[src/rtl/fp16_div_pkg.sv]
// rtl/fp16_div_pkg.sv - shared fp16 constants, iterative-unit FSM encodings and operand classification
//
// Purpose: constants shared by the fp16 arithmetic library (qNaN, zero, +inf, exponent bias),
//          FSM state encodings reused by iterative fp16 units, and an operand classifier.
// Ports:   none (package).
package fp16_div_pkg;

  localparam logic [15:0] FP16_QNAN     = 16'h7E00;
  localparam logic [15:0] FP16_ZERO     = 16'h0000;
  localparam logic [15:0] FP16_INF_POS  = 16'h7C00;
  localparam int          FP16_EXP_BIAS = 15;

  // State encodings for multi-cycle fp16 units (div today, sqrt later).
  localparam logic [2:0] ST_IDLE = 3'd0;
  localparam logic [2:0] ST_NORM = 3'd1;
  localparam logic [2:0] ST_DIV  = 3'd2;
  localparam logic [2:0] ST_PACK = 3'd3;
  localparam logic [2:0] ST_DONE = 3'd4;

  typedef struct packed {
    logic zero;
    logic denorm;
    logic inf;
    logic nan;
  } fp16_class_t;

  // Classify the magnitude bits {exp[4:0], mant[9:0]}; a normal operand has all flags clear.
  function automatic fp16_class_t fp16_classify(input logic [14:0] mag);
    fp16_class_t c;
    c.zero   = (mag[14:10] == 5'd0)  && (mag[9:0] == 10'd0);
    c.denorm = (mag[14:10] == 5'd0)  && (mag[9:0] != 10'd0);
    c.inf    = (&mag[14:10])         && (mag[9:0] == 10'd0);
    c.nan    = (&mag[14:10])         && (mag[9:0] != 10'd0);
    return c;
  endfunction

endpackage

[src/rtl/fp16_lzc.sv]
// rtl/fp16_lzc.sv - combinational 10-bit leading-zero counter
//
// Purpose: count leading zeros of a 10-bit mantissa field (all-zero input gives 10).
// Ports:   i_data  [9:0] field to scan, MSB first
//          o_count [3:0] number of leading zeros
import fp16_div_pkg::*;

module fp16_lzc (
  input  logic [9:0] i_data,
  output logic [3:0] o_count
);

  // Scan upwards so the highest set bit is the last one to write the count.
  always_comb begin
    o_count = 4'd10;
    for (int i = 0; i < 10; i++) begin
      if (i_data[i]) begin
        o_count = 4'(9 - i);
      end
    end
  end

endmodule

[src/rtl/fp16_div.sv]
// rtl/fp16_div.sv - multi-cycle truncating IEEE 754 half-precision divider (restoring)
//
// Purpose: result = a / b, one operation in flight, valid/ready on both sides, no rounding.
// Ports:   clk, rst (sync, active-high)
//          in_valid/in_ready, a[15:0], b[15:0]       operand handshake
//          out_valid/out_ready, result[15:0]          result handshake (result registered)
//          div_by_zero                                finite nonzero a / zero b, qualified by out_valid
import fp16_div_pkg::*;

module fp16_div #(
  parameter int BITS_PER_CYCLE = 1
) (
  input  logic        clk,
  input  logic        rst,
  input  logic        in_valid,
  output logic        in_ready,
  input  logic [15:0] a,
  input  logic [15:0] b,
  output logic        out_valid,
  input  logic        out_ready,
  output logic [15:0] result,
  output logic        div_by_zero
);

  localparam int               N_ITER    = 12 / BITS_PER_CYCLE;
  localparam logic [3:0]       CNT_LAST  = 4'(N_ITER - 1);
  localparam logic signed [6:0] EXP_BIAS = 7'(FP16_EXP_BIAS);

  generate
    if (BITS_PER_CYCLE != 1 && BITS_PER_CYCLE != 2 && BITS_PER_CYCLE != 3 &&
        BITS_PER_CYCLE != 4 && BITS_PER_CYCLE != 6) begin : g_bad_bpc
      $error("fp16_div: BITS_PER_CYCLE must be 1, 2, 3, 4 or 6");
    end
  endgenerate

  logic [2:0]         r_state;
  logic [15:0]        r_a, r_b;
  logic               r_sign;
  logic signed [6:0]  r_exp;
  logic [11:0]        r_rem;
  logic [10:0]        r_div;
  logic [11:0]        r_q;
  logic [3:0]         r_cnt;
  logic               r_special;
  logic [15:0]        r_spec_res;
  logic               r_spec_dz;
  logic [15:0]        r_result;
  logic               r_dz;

  assign in_ready    = (r_state == ST_IDLE);
  assign out_valid   = (r_state == ST_DONE);
  assign result      = r_result;
  assign div_by_zero = r_dz;

  // ---------------- NORM: classify, specials, pre-normalize ----------------
  fp16_class_t       w_cls_a, w_cls_b;
  logic [3:0]        w_lz_a, w_lz_b;
  logic [10:0]       w_ma, w_mb;
  logic signed [6:0] w_ea, w_eb, w_e;
  logic              w_sign;
  logic              w_is_special;
  logic [15:0]       w_spec_res;
  logic              w_spec_dz;

  fp16_lzc u_lzc_a (.i_data(r_a[9:0]), .o_count(w_lz_a));
  fp16_lzc u_lzc_b (.i_data(r_b[9:0]), .o_count(w_lz_b));

  always_comb begin
    w_cls_a = fp16_classify(r_a[14:0]);
    w_cls_b = fp16_classify(r_b[14:0]);
    w_sign  = r_a[15] ^ r_b[15];

    // A denormal is shifted so its leading one lands on the hidden-bit position;
    // its effective exponent becomes -lz.
    w_ma = w_cls_a.denorm ? ({1'b0, r_a[9:0]} << (w_lz_a + 4'd1)) : {1'b1, r_a[9:0]};
    w_mb = w_cls_b.denorm ? ({1'b0, r_b[9:0]} << (w_lz_b + 4'd1)) : {1'b1, r_b[9:0]};
    w_ea = w_cls_a.denorm ? -$signed({3'b000, w_lz_a}) : $signed({2'b00, r_a[14:10]});
    w_eb = w_cls_b.denorm ? -$signed({3'b000, w_lz_b}) : $signed({2'b00, r_b[14:10]});
    w_e  = w_ea - w_eb + EXP_BIAS;

    w_is_special = 1'b1;
    w_spec_dz    = 1'b0;
    w_spec_res   = FP16_QNAN;
    if (w_cls_a.nan || w_cls_b.nan) begin
      w_spec_res = FP16_QNAN;
    end else if ((w_cls_a.zero && w_cls_b.zero) || (w_cls_a.inf && w_cls_b.inf)) begin
      w_spec_res = FP16_QNAN;
    end else if (w_cls_a.inf) begin
      w_spec_res = {w_sign, FP16_INF_POS[14:0]};
    end else if (w_cls_b.zero) begin
      // a is finite and nonzero here: the earlier branches took zero/inf/NaN a.
      w_spec_res = {w_sign, FP16_INF_POS[14:0]};
      w_spec_dz  = 1'b1;
    end else if (w_cls_a.zero || w_cls_b.inf) begin
      w_spec_res = {w_sign, 15'h0};
    end else begin
      w_is_special = 1'b0;
    end
  end

  // ---------------- DIV: BITS_PER_CYCLE restoring steps per cycle ----------------
  // rem stays below 2*divisor, so 12 bits never overflow.
  logic [11:0] w_rem_n;
  logic [11:0] w_q_n;

  always_comb begin
    w_rem_n = r_rem;
    w_q_n   = r_q;
    for (int k = 0; k < BITS_PER_CYCLE; k++) begin
      if (w_rem_n >= {1'b0, r_div}) begin
        w_rem_n = w_rem_n - {1'b0, r_div};
        w_q_n   = {w_q_n[10:0], 1'b1};
      end else begin
        w_q_n   = {w_q_n[10:0], 1'b0};
      end
      w_rem_n = w_rem_n << 1;
    end
  end

  // ---------------- PACK: normalize quotient, overflow / underflow ----------------
  logic [9:0]        w_pm;
  logic signed [6:0] w_pe;
  logic signed [6:0] w_sh;
  logic [9:0]        w_den;
  logic [15:0]       w_pack_res;

  always_comb begin
    // q lies in [2^10, 2^12): bit 11 set means the mantissa ratio was >= 1.
    w_pm  = r_q[11] ? r_q[10:1] : r_q[9:0];
    w_pe  = r_q[11] ? r_exp : (r_exp - 7'sd1);
    w_sh  = 7'sd1 - w_pe;
    w_den = 10'({1'b1, w_pm} >> w_sh[3:0]);
    if (w_pe >= 7'sd31) begin
      w_pack_res = {r_sign, FP16_INF_POS[14:0]};
    end else if (w_pe <= 7'sd0) begin
      w_pack_res = (w_sh >= 7'sd11) ? {r_sign, 15'h0} : {r_sign, 5'h00, w_den};
    end else begin
      w_pack_res = {r_sign, w_pe[4:0], w_pm};
    end
  end

  // ---------------- FSM ----------------
  always_ff @(posedge clk) begin
    if (rst) begin
      r_state    <= ST_IDLE;
      r_result   <= FP16_ZERO;
      r_dz       <= 1'b0;
      r_cnt      <= 4'd0;
      r_special  <= 1'b0;
      r_spec_res <= FP16_ZERO;
      r_spec_dz  <= 1'b0;
    end else begin
      case (r_state)
        ST_IDLE: begin
          if (in_valid) begin
            r_a     <= a;
            r_b     <= b;
            r_state <= ST_NORM;
          end
        end
        ST_NORM: begin
          r_sign     <= w_sign;
          r_special  <= w_is_special;
          r_spec_res <= w_spec_res;
          r_spec_dz  <= w_spec_dz;
          r_exp      <= w_e;
          r_rem      <= {1'b0, w_ma};
          r_div      <= w_mb;
          r_q        <= 12'd0;
          r_cnt      <= 4'd0;
          // Specials skip the divider but still pass PACK so the output
          // registers are loaded from a single place.
          r_state    <= w_is_special ? ST_PACK : ST_DIV;
        end
        ST_DIV: begin
          r_rem <= w_rem_n;
          r_q   <= w_q_n;
          if (r_cnt == CNT_LAST) begin
            r_state <= ST_PACK;
          end else begin
            r_cnt <= r_cnt + 4'd1;
          end
        end
        ST_PACK: begin
          r_result <= r_special ? r_spec_res : w_pack_res;
          r_dz     <= r_special & r_spec_dz;
          r_state  <= ST_DONE;
        end
        ST_DONE: begin
          if (out_ready) begin
            r_state <= ST_IDLE;
          end
        end
        default: r_state <= ST_IDLE;
      endcase
    end
  end

endmodule

[config.mk]
export PLATFORM = sky130hd
export DESIGN_NAME = fp16_div
export DESIGN_NICKNAME = d
export VERILOG_FILES = /design/src/rtl/fp16_div_pkg.sv /design/src/rtl/fp16_lzc.sv /design/src/rtl/fp16_div.sv
export SDC_FILE = /design/constraint.sdc
export NUM_CORES = 1
export LEC_CHECK = 0
export ABC_AREA = 1
export CORE_MARGIN = 3
export CORE_UTILIZATION = 50
export CTS_BUF_LIST = sky130_fd_sc_hd__clkbuf_4 sky130_fd_sc_hd__clkbuf_8
export DETAILED_ROUTE_END_ITERATION = 7
export PLACE_DENSITY_LB_ADDON = 0.2
export SLEW_MARGIN = 5
export SYNTH_ARGS = -nofsm -noshare
export SYNTH_HDL_FRONTEND = slang
export SYNTH_SLANG_ARGS = --single-unit
export TNS_END_PERCENT = 10
[constraint.sdc]
create_clock -name clk -period 3.8 [get_ports clk]
set_input_delay 0.57 -clock clk [delete_from_list [all_inputs] [get_ports clk]]
set_output_delay 0.57 -clock clk [all_outputs]
set_load 0.05 [all_outputs]
==> results.md, run 1 <==
* Status: finished clean
* Fraction of synthesis flops using an asynchronous set or reset pin at 0
* First-iteration detailed-routing DRC count at 681
* Inserted Clock Buffers at 9
* Worst stage delay on the critical path at 490 ps
* Share of layout cells above drive strength 1 at 0.0838
* Main synth FF type: edfxtp_1
* Number of max-cap violations at 0
* Slew Limit Headroom at 0.462
* Final setup violation count at 0
* Yosys warning count at 0
* Average wire per standard cell at 13.8 um
* Worst IR drop on VDD at between 200 and 300 uV
* Clk pin slew, worst setup/hold paths at 100 ps
* Sink of the worst hold path: result[7]
* Total met3 wirelength after detailed routing at roughly 900 um
* Worst hold path stage count at 2
* Area Growth Syn to Fin at 14.1%
* Switching part of the total power at 0.370
* Final setup TNS at 0 ps
* Placed cell areas at roughly 0.0079 sq mm
* CP required at 3950 ps
* Multi-input logic area at 0.00373 sq mm
* Post-synthesis average cell area at 7.33 sq um
* Critical R2R Capture: r_exp[6]
* Initial Utilization at 0.513
* Post-Syn Area at around 0.007 sq mm
* Detail-routed via count per cell at 5.30
* Static Leak at 0.00360 uW
* Total internal power at 2180 uW
* Quantity of hold-fixing buffers added after cts at 0
* Final total power at 3460 uW
* Syn_nets at 1042
* Total setup buffers inserted after CTS at 0
* IO buf count at 54
* First-pass GRT wire length at ~28000 um
* Count of final max-slew check failures at 0
* NetSw at 1280 uW
* DRC errors left at 0
* Total power per unit cell area at 424 mW/mm^2
* Type of destination of the critical path: flop
* Reg area at about 0.0028 sq mm
* Combinational group share of total power at 0.354
* Total half-perimeter wirelength after legalization and detailed placement at 12900 um
* Die extent in x at 126 um
* CP Max Fanout at 13
* Buffer cell driving the clock tree root: clkbuf_8
* Clk network pwr share at 0.231
* Routed Antenna Nets at 0
* Total Die Area at 0.0158 sq mm
* Slew of the pin with the lowest slew margin at 803 ps
* Unrepaired setup endpoints after global routing: no
* Count of nets after finishing at 1101
* Final cell area excluding filler cells at 0.00815 sq mm
* Worst Skew at between 15 and 20 ps
* TritonCTS clock tree: built
* Crit-path most repeated cell: nand2_1
* Total detailed-routing wirelength at between 15000 and 20000 um
* WL met1 at ~8000 um
* Origin of the critical flop-to-flop path: r_a[9]
* Seq pwr share at 0.415
* Antenna violations before repair at 0
* Number of levels in the clock H-tree at 3
* Slowest CP cell: edfxtp_1
* Worst hold path type: flop to flop
* Flop2flop setup slack at 440 ps
* Number of cells produced by synthesis at 974
* Cell row count at 43
* ANT cells at 0
* Longest Clk Path Bufs at 2
* Data arrival, critical path at 3510 ps
* Number of synthesized register bits at 104
* Critical Path, Cell by Cell: inv_2, nand2_1, nor3_2, inv_2, nor2_1, inv_2, nand2_2, buf_4, o21ai_0, ha_1, ha_1, nand3_1, nand2_1, nand2_1, nand2_1, a21oi_1, xnor2_1, xor2_1, inv_1
* Total global-route track usage at 0.218
* Number of filler instances in the final layout at 1314
* Vias in the first global route at 5879
* Vias at 6459
* Max Fclk at between 200 and 300 MHz
* Last weighted congestion value of the routability-driven placer at 0.938
* I/O pin cnt at 55
* Number of sinks handled by clock tree synthesis at 104
* Cell depth of the worst flop-to-flop path at 19
* Hold path start: result[7]
* Number of synthesized flops with an enable pin at 75
* Core region area at about 0.014 sq mm
* Vertical die dimension at ~130 um
* Critical path start-end classification: flop to flop
* Uppermost metal layer occupied by signal nets: met4
* GR Overflow Total at 0
* Met2 WL post-DR at approximately 7700 um
* Register area share after synthesis at 0.397
* End-of-flow core utilization at 0.585
* Later-pin clock latency in the skew report at 380 ps
* Shortest clock period the worst path allows after layout at around 3400 ps
* Number of library cell types mapped by synthesis at 54
* Final hold violation count at 0
* Post-route fraction of the period consumed by the critical path at 0.885
* Number of detailed-routing iterations run before antenna repair at 7
* Largest net degree at the start of global routing at 33
* Startpoint type of the worst setup path: flop
power groups by stage:
| stage | sequential [uW] | clock, uW | combinational, uW |
|---|---|---|---|
| 4_1_cts | 1430 | 820 | 1220 |
| 3_5_place_dp | 1460 | 0 | 1210 |
| 2_1_floorplan | 1460 | 0 | 891 |
| 3_3_place_gp | 1460 | 0 | 1210 |
| 6_report | 1430 | 799 | 1220 |
| 5_1_grt | 1450 | 871 | 1400 |
state kept, by name, indices dropped and copies added, names as in the netlist:
register	count
div_by_zero	1
r_a	16
r_b	16
r_cnt	4
r_div	11
r_exp	7
r_q	12
r_rem	12
r_sign	1
r_spec_dz	1
r_spec_res	3
r_special	1
r_state	3
result	16
logic make-up after synthesis:
| kind of cell | Yosys count | share of synthesized area |
|---|---|---|
| buf+inv | 144 | 0.0822 |
| compound gates | 152 | 0.120 |
| simple gates | 521 | 0.314 |
| fa+ha+maj | 32 | 0.0582 |
| xor+xnor | 21 | 0.0289 |
| flops | 104 | 0.397 |
how the worst max path moves through the flow:
stage            from  cells after the start       end
2_1_floorplan  r_a[1]                     25  r_exp[6]
3_3_place_gp   r_a[2]                     23  r_exp[6]
3_5_place_dp   r_a[2]                     23  r_exp[6]
4_1_cts        r_a[2]                     23  r_exp[6]
5_1_grt        r_a[2]                     23  r_exp[6]
6_report       r_a[9]                     19  r_exp[6]
Yosys cell counts (2+ instances only):
cell type	instances	area share
dfxtp_1	29	0.081
fa_1	2	0.0056
xor2_2	2	0.0046
nand3_1	101	0.071
nand2_4	2	0.0032
o21ai_1	7	0.0049
nor3_4	2	0.0046
nor3_1	6	0.0042
nor2_1	94	0.049
inv_1	103	0.054
buf_6	2	0.0032
o21bai_1	2	0.0021
a21oi_2	2	0.0025
clkinv_1	3	0.0016
clkbuf_1	10	0.0053
buf_1	2	0.0011
nand2_1	283	0.15
buf_4	2	0.0021
inv_2	12	0.0063
o211ai_1	10	0.011
xor2_1	11	0.013
a21oi_1	64	0.045
a31oi_1	9	0.0079
ha_1	30	0.053
nand3_2	4	0.0056
buf_2	7	0.0049
nor2_2	8	0.0070
edfxtp_1	75	0.32
xnor2_1	7	0.0086
o21ai_0	46	0.032
nand2_2	9	0.0079
nand4_1	6	0.0053
placed cells by master (no fill, tap or decap), types with 6 or more instances in the layout:
master / netlist / routed
nand2_1: 283 / 283
ha_1: 30 / 30
nand3_1: 101 / 101
dfxtp_1: 29 / 29
inv_1: 103 / 102
nand2_2: 9 / 9
nor3_1: 6 / 6
nor2_1: 94 / 93
o211ai_1: 10 / 10
edfxtp_1: 75 / 75
xnor2_1: 7 / 7
clkbuf_8: 0 / 10
nor2_2: 8 / 9
xor2_1: 11 / 11
a31oi_1: 9 / 9
inv_2: 12 / 13
o21ai_1: 7 / 7
buf_4: 2 / 18
o21ai_0: 46 / 46
a21oi_1: 64 / 63
nand4_1: 6 / 6
clkdlybuf4s50_1: 0 / 54
worst max-delay path, delay by kind of cell (launching register included):
kind	cells	cell delay [ps]
buffers and inverters	5	520
XOR/XNOR	2	310
adder cells (fa/ha/maj)	2	630
AND/OR/NAND/NOR	8	920
flip-flops	1	490
AO/OA/AOI/OAI	2	260
through the flow:
step | instances | hold slack, ps | setup slack [ps]
2_1_floorplan | 974 | 451 | 335
3_3_place_gp | 1202 | 452 | 567
3_5_place_dp | 1202 | 456 | 421
4_1_cts | 1218 | 472 | 416
5_1_grt | 1218 | 497 | 60.0
6_report | 1218 | 468 | 437
cell type report:
type / instances / area share
Timing Repair Buffer: 72 / 0.0829
Clock inverter: 6 / 0.0120
Multi-Input combinational cell: 726 / 0.457
Inverter: 120 / 0.0557
Sequential cell: 104 / 0.348
Tap cell: 180 / 0.0276
Clock buffer: 10 / 0.0169
metal layers:
layer / vias to the layer above / track usage
met5: - / 0
met4: 0 / 0.0619
met3: 13 / 0.0273
met2: 196 / 0.347
li1: 3337 / -
met1: 2913 / 0.314
what timing repair did:
item | in CTS | in global routing
setup endpoints to repair | 0 | 1
endpoints found under the hold margin | 0 | 0
resized for setup | 0 | 1
Note: power is estimated with default switching activity, not from simulation.
==> run 2, diff against run 1 <==
--- a/config.mk
+++ b/config.mk
@@ -6,11 +6,11 @@
 export NUM_CORES = 1
 export LEC_CHECK = 0
 export ABC_AREA = 1
-export CORE_MARGIN = 3
 export CORE_UTILIZATION = 50
 export CTS_BUF_LIST = sky130_fd_sc_hd__clkbuf_4 sky130_fd_sc_hd__clkbuf_8
 export DETAILED_ROUTE_END_ITERATION = 7
 export PLACE_DENSITY_LB_ADDON = 0.2
+export SKIP_CTS_REPAIR_TIMING = 1
 export SLEW_MARGIN = 5
 export SYNTH_ARGS = -nofsm -noshare
 export SYNTH_HDL_FRONTEND = slang
==> run 2 against run 1 <==
  * Die area shrank 6.3%
  * Non-clock buffer count shrank 1
  * Setup slack lost 66 ps
  * Sequential cell count is the same
  * Core utilization grew 0.055 points
  * Sequential power is essentially flat
  * First-iteration DRC count shrank 16%
  * Routed wire length grew 0.11%
  * Clock power shrank 3.1%
  * Critical path depth grew 4
  * Critical endpoint unchanged
==> results.md, run 2 (synthesis gave the netlist of run 1 again) <==
* Data arrival, critical path at 3560 ps (+50 ps)
* Final setup violation count at 0 (unchanged)
* Switching part of the total power at 0.369 (-0.000847)
* Worst Skew at 12.9 ps (-4.00 ps)
* Worst hold path type: flop to flop
* Buffer cell driving the clock tree root: clkbuf_8
* Met1 demand-to-capacity share in global routing at 0.341 (+0.0271)
* Number of sinks handled by clock tree synthesis at 104 (unchanged)
* Type of destination of the critical path: flop
* Origin of the critical flop-to-flop path: r_a[2]
* Launching instance or port of the critical path: r_a[2]
* Share of layout cells above drive strength 1 at 0.0820 (-0.00185)
* Most frequent cells in the layout: 283 x nand2_1, 103 x inv_1, 101 x nand3_1, 93 x nor2_1, 75 x edfxtp_1
* Number of detailed-routing iterations run before antenna repair at 5 (-2)
* Number of max-cap violations at 0 (unchanged)
* Later-pin clock latency in the skew report at 380 ps (about the same)
* Largest net degree at the start of global routing at 33 (unchanged)
* Max Fclk at 292 MHz (-1.9%)
* Cell row count at 43 (unchanged)
* Met3 Usage GRT at 0.0268 (-0.000553)
* Post-route fraction of the period consumed by the critical path at 0.903 (+0.0174)
* Initial Utilization at 0.515 (+0.00199)
* Startpoint type of the worst setup path: flop
* Routed Antenna Nets at 0 (unchanged)
* Number of levels in the clock H-tree at 3 (unchanged)
* Clk pin slew, worst setup/hold paths at 100 ps (about the same)
* Total internal power at 2170 uW (-0.50%)
* Vertical die dimension at 122 um (-3.2%)
* Flop2flop setup slack at 370 ps (-70 ps)
* Detail-routed via count per cell at 5.34 (+0.66%)
* First-iteration detailed-routing DRC count at 575 (-16%)
* Static Leak at 0.00360 uW (-0.21%)
* ANT cells at 0 (unchanged)
* GR Overflow Total at 0 (unchanged)
* Total global-route track usage at 0.237 (+0.0186)
* Critical R2R Capture: r_exp[6]
* Worst hold slack at 473 ps (+4.55 ps)
* First-pass GRT wire length at 27200 um (-3.8%)
* Longest Clk Path Bufs at 2 (unchanged)
* CP Max Fanout at 5 (-8)
* Critical path destination: r_exp[6]
* Slew Limit Headroom at 0.470 (+0.00829)
* Critical path start-end classification: flop to flop
* Most common cell after layout, fill and taps aside: nand2_1
* Vias at 6496 (+0.57%)
* Final hold violation count at 0 (unchanged)
* Status: finished clean
* IO buf count at 54 (unchanged)
* Vias in the first global route at 5743 (-2.3%)
* DRC errors left at 0 (unchanged)
* Layer carrying the most global-route usage: met2
* Seq pwr share at 0.417 (+0.002)
* Inserted Clock Buffers at 9 (unchanged)
* Last weighted congestion value of the routability-driven placer at 0.935 (-0.35%)
* Area Growth Syn to Fin at 13.8%
* I/O pin cnt at 55 (unchanged)
* Slew of the pin with the lowest slew margin at 791 ps (-12.4 ps)
* Clk network pwr share at 0.226 (-0.005)
* TritonCTS clock tree: built
* Average wire per standard cell at 13.8 um (+0.20%)
* Fraction of met2 tracks used by global routing at 0.366 (+0.0187)
* Unrepaired setup endpoints after global routing: no
* Count of nets after finishing at 1100 (-0.091%)
* Shortest clock period the worst path allows after layout at 3430 ps (+66.3 ps)
* Total power per unit cell area at 423 mW/mm^2 (-0.34%)
* Cell depth of the worst flop-to-flop path at 23 (+4)
* CP required at 3930 ps (-20 ps)
* Final setup TNS at 0 ps (unchanged)
* Total half-perimeter wirelength after legalization and detailed placement at 13000 um (+0.29%)
* Core region area at 0.0139 sq mm (-0.39%)
* Antenna violations before repair at 0 (unchanged)
* Total detailed-routing wirelength at 16800 um (+0.11%)
* NetSw at 1270 uW (-0.86%)
* Combinational group share of total power at 0.357 (+0.003)
* Hold path start: result[1]
* Die extent in x at 122 um (-3.2%)
* Count of final max-slew check failures at 0 (unchanged)
* Worst IR drop on VDD at 226 uV (-17%)
* Total Die Area at 0.0148 sq mm (-6.3%)
[run 2: changes by cell type in the layout (fill, tap and decap cells not counted), sizes merged]
cell,change
buf,-1
clkbuf,+1
clkinv,-1
[run 2: layout make-up]
| cell class | instances | area, sq um |
|---|---|---|
| Multi-Input combinational cell | 726 | 3730 |
| Clock inverter | 5 | 80.1 |
| Inverter | 120 | 454 |
| Clock buffer | 11 | 139 |
| Timing Repair Buffer | 71 | 668 |
| Fill cell | 1337 | 5750 |
| Sequential cell | 104 | 2830 |
| Tap cell | 180 | 225 |
[run 2: stage by stage]
step	setup WS [ps]	util	total power, uW	area, sq um	instances
final	370	0.586	3430	8130	1217
after floorplan	335	-	2360	7140	974
after global placement	543	0.570	2670	7910	1201
after detailed placement	387	0.570	2670	7910	1201
after global routing	90.8	0.586	3670	8130	1217
after CTS	365	0.586	3450	8130	1217
[run 2: how the worst min path moves through the flow]
| stage | endpoint | slack [ps] | cells after the start |
|---|---|---|---|
| floorplan | r_spec_res[9] | 450 | 2 |
| CTS | result[7] | 470 | 2 |
| detailed placement | result[7] | 460 | 2 |
| global placement | result[7] | 450 | 2 |
| finish | result[1] | 470 | 2 |
| global route | result[6] | 490 | 2 |
[run 2: critical path, stage by stage, from the launching register on]
cell and delay (ps):
edfxtp_1 450, inv_1 120, nand2_1 60, nand2_1 50, nand2_1 40, nand2_1 50
nand2_1 40, nand2_1 130, nand2_1 90, inv_1 160, ha_1 170, inv_1 50
xor2_1 150, o21ai_0 200, ha_1 300, ha_1 300, nand3_1 80, nand2_1 80
nand2_1 70, nand2_1 50, a21oi_1 150, xnor2_1 150, xor2_1 170, inv_1 50
[run 2: layer usage]
metal,wire length (um),part of all wire
met5,0,0
met4,314,0.019
met3,742,0.044
met2,7530,0.45
met1,8200,0.49
[run 2: power by group through the flow]
stage	Combinational (uW)	Sequential, uW	Clock (uW)
2_1_floorplan	891	1460	0
3_3_place_gp	1210	1460	0
3_5_place_dp	1210	1460	0
4_1_cts	1220	1430	799
5_1_grt	1380	1450	839
6_report	1230	1430	774
==> run 3, diff against run 2 <==
--- a/config.mk
+++ b/config.mk
@@ -15,4 +15,4 @@
 export SYNTH_ARGS = -nofsm -noshare
 export SYNTH_HDL_FRONTEND = slang
 export SYNTH_SLANG_ARGS = --single-unit
-export TNS_END_PERCENT = 10
+export TNS_END_PERCENT = 1
==> results of run 3 <==
The final DEF is identical to that of run 2; final timing and power are the same.
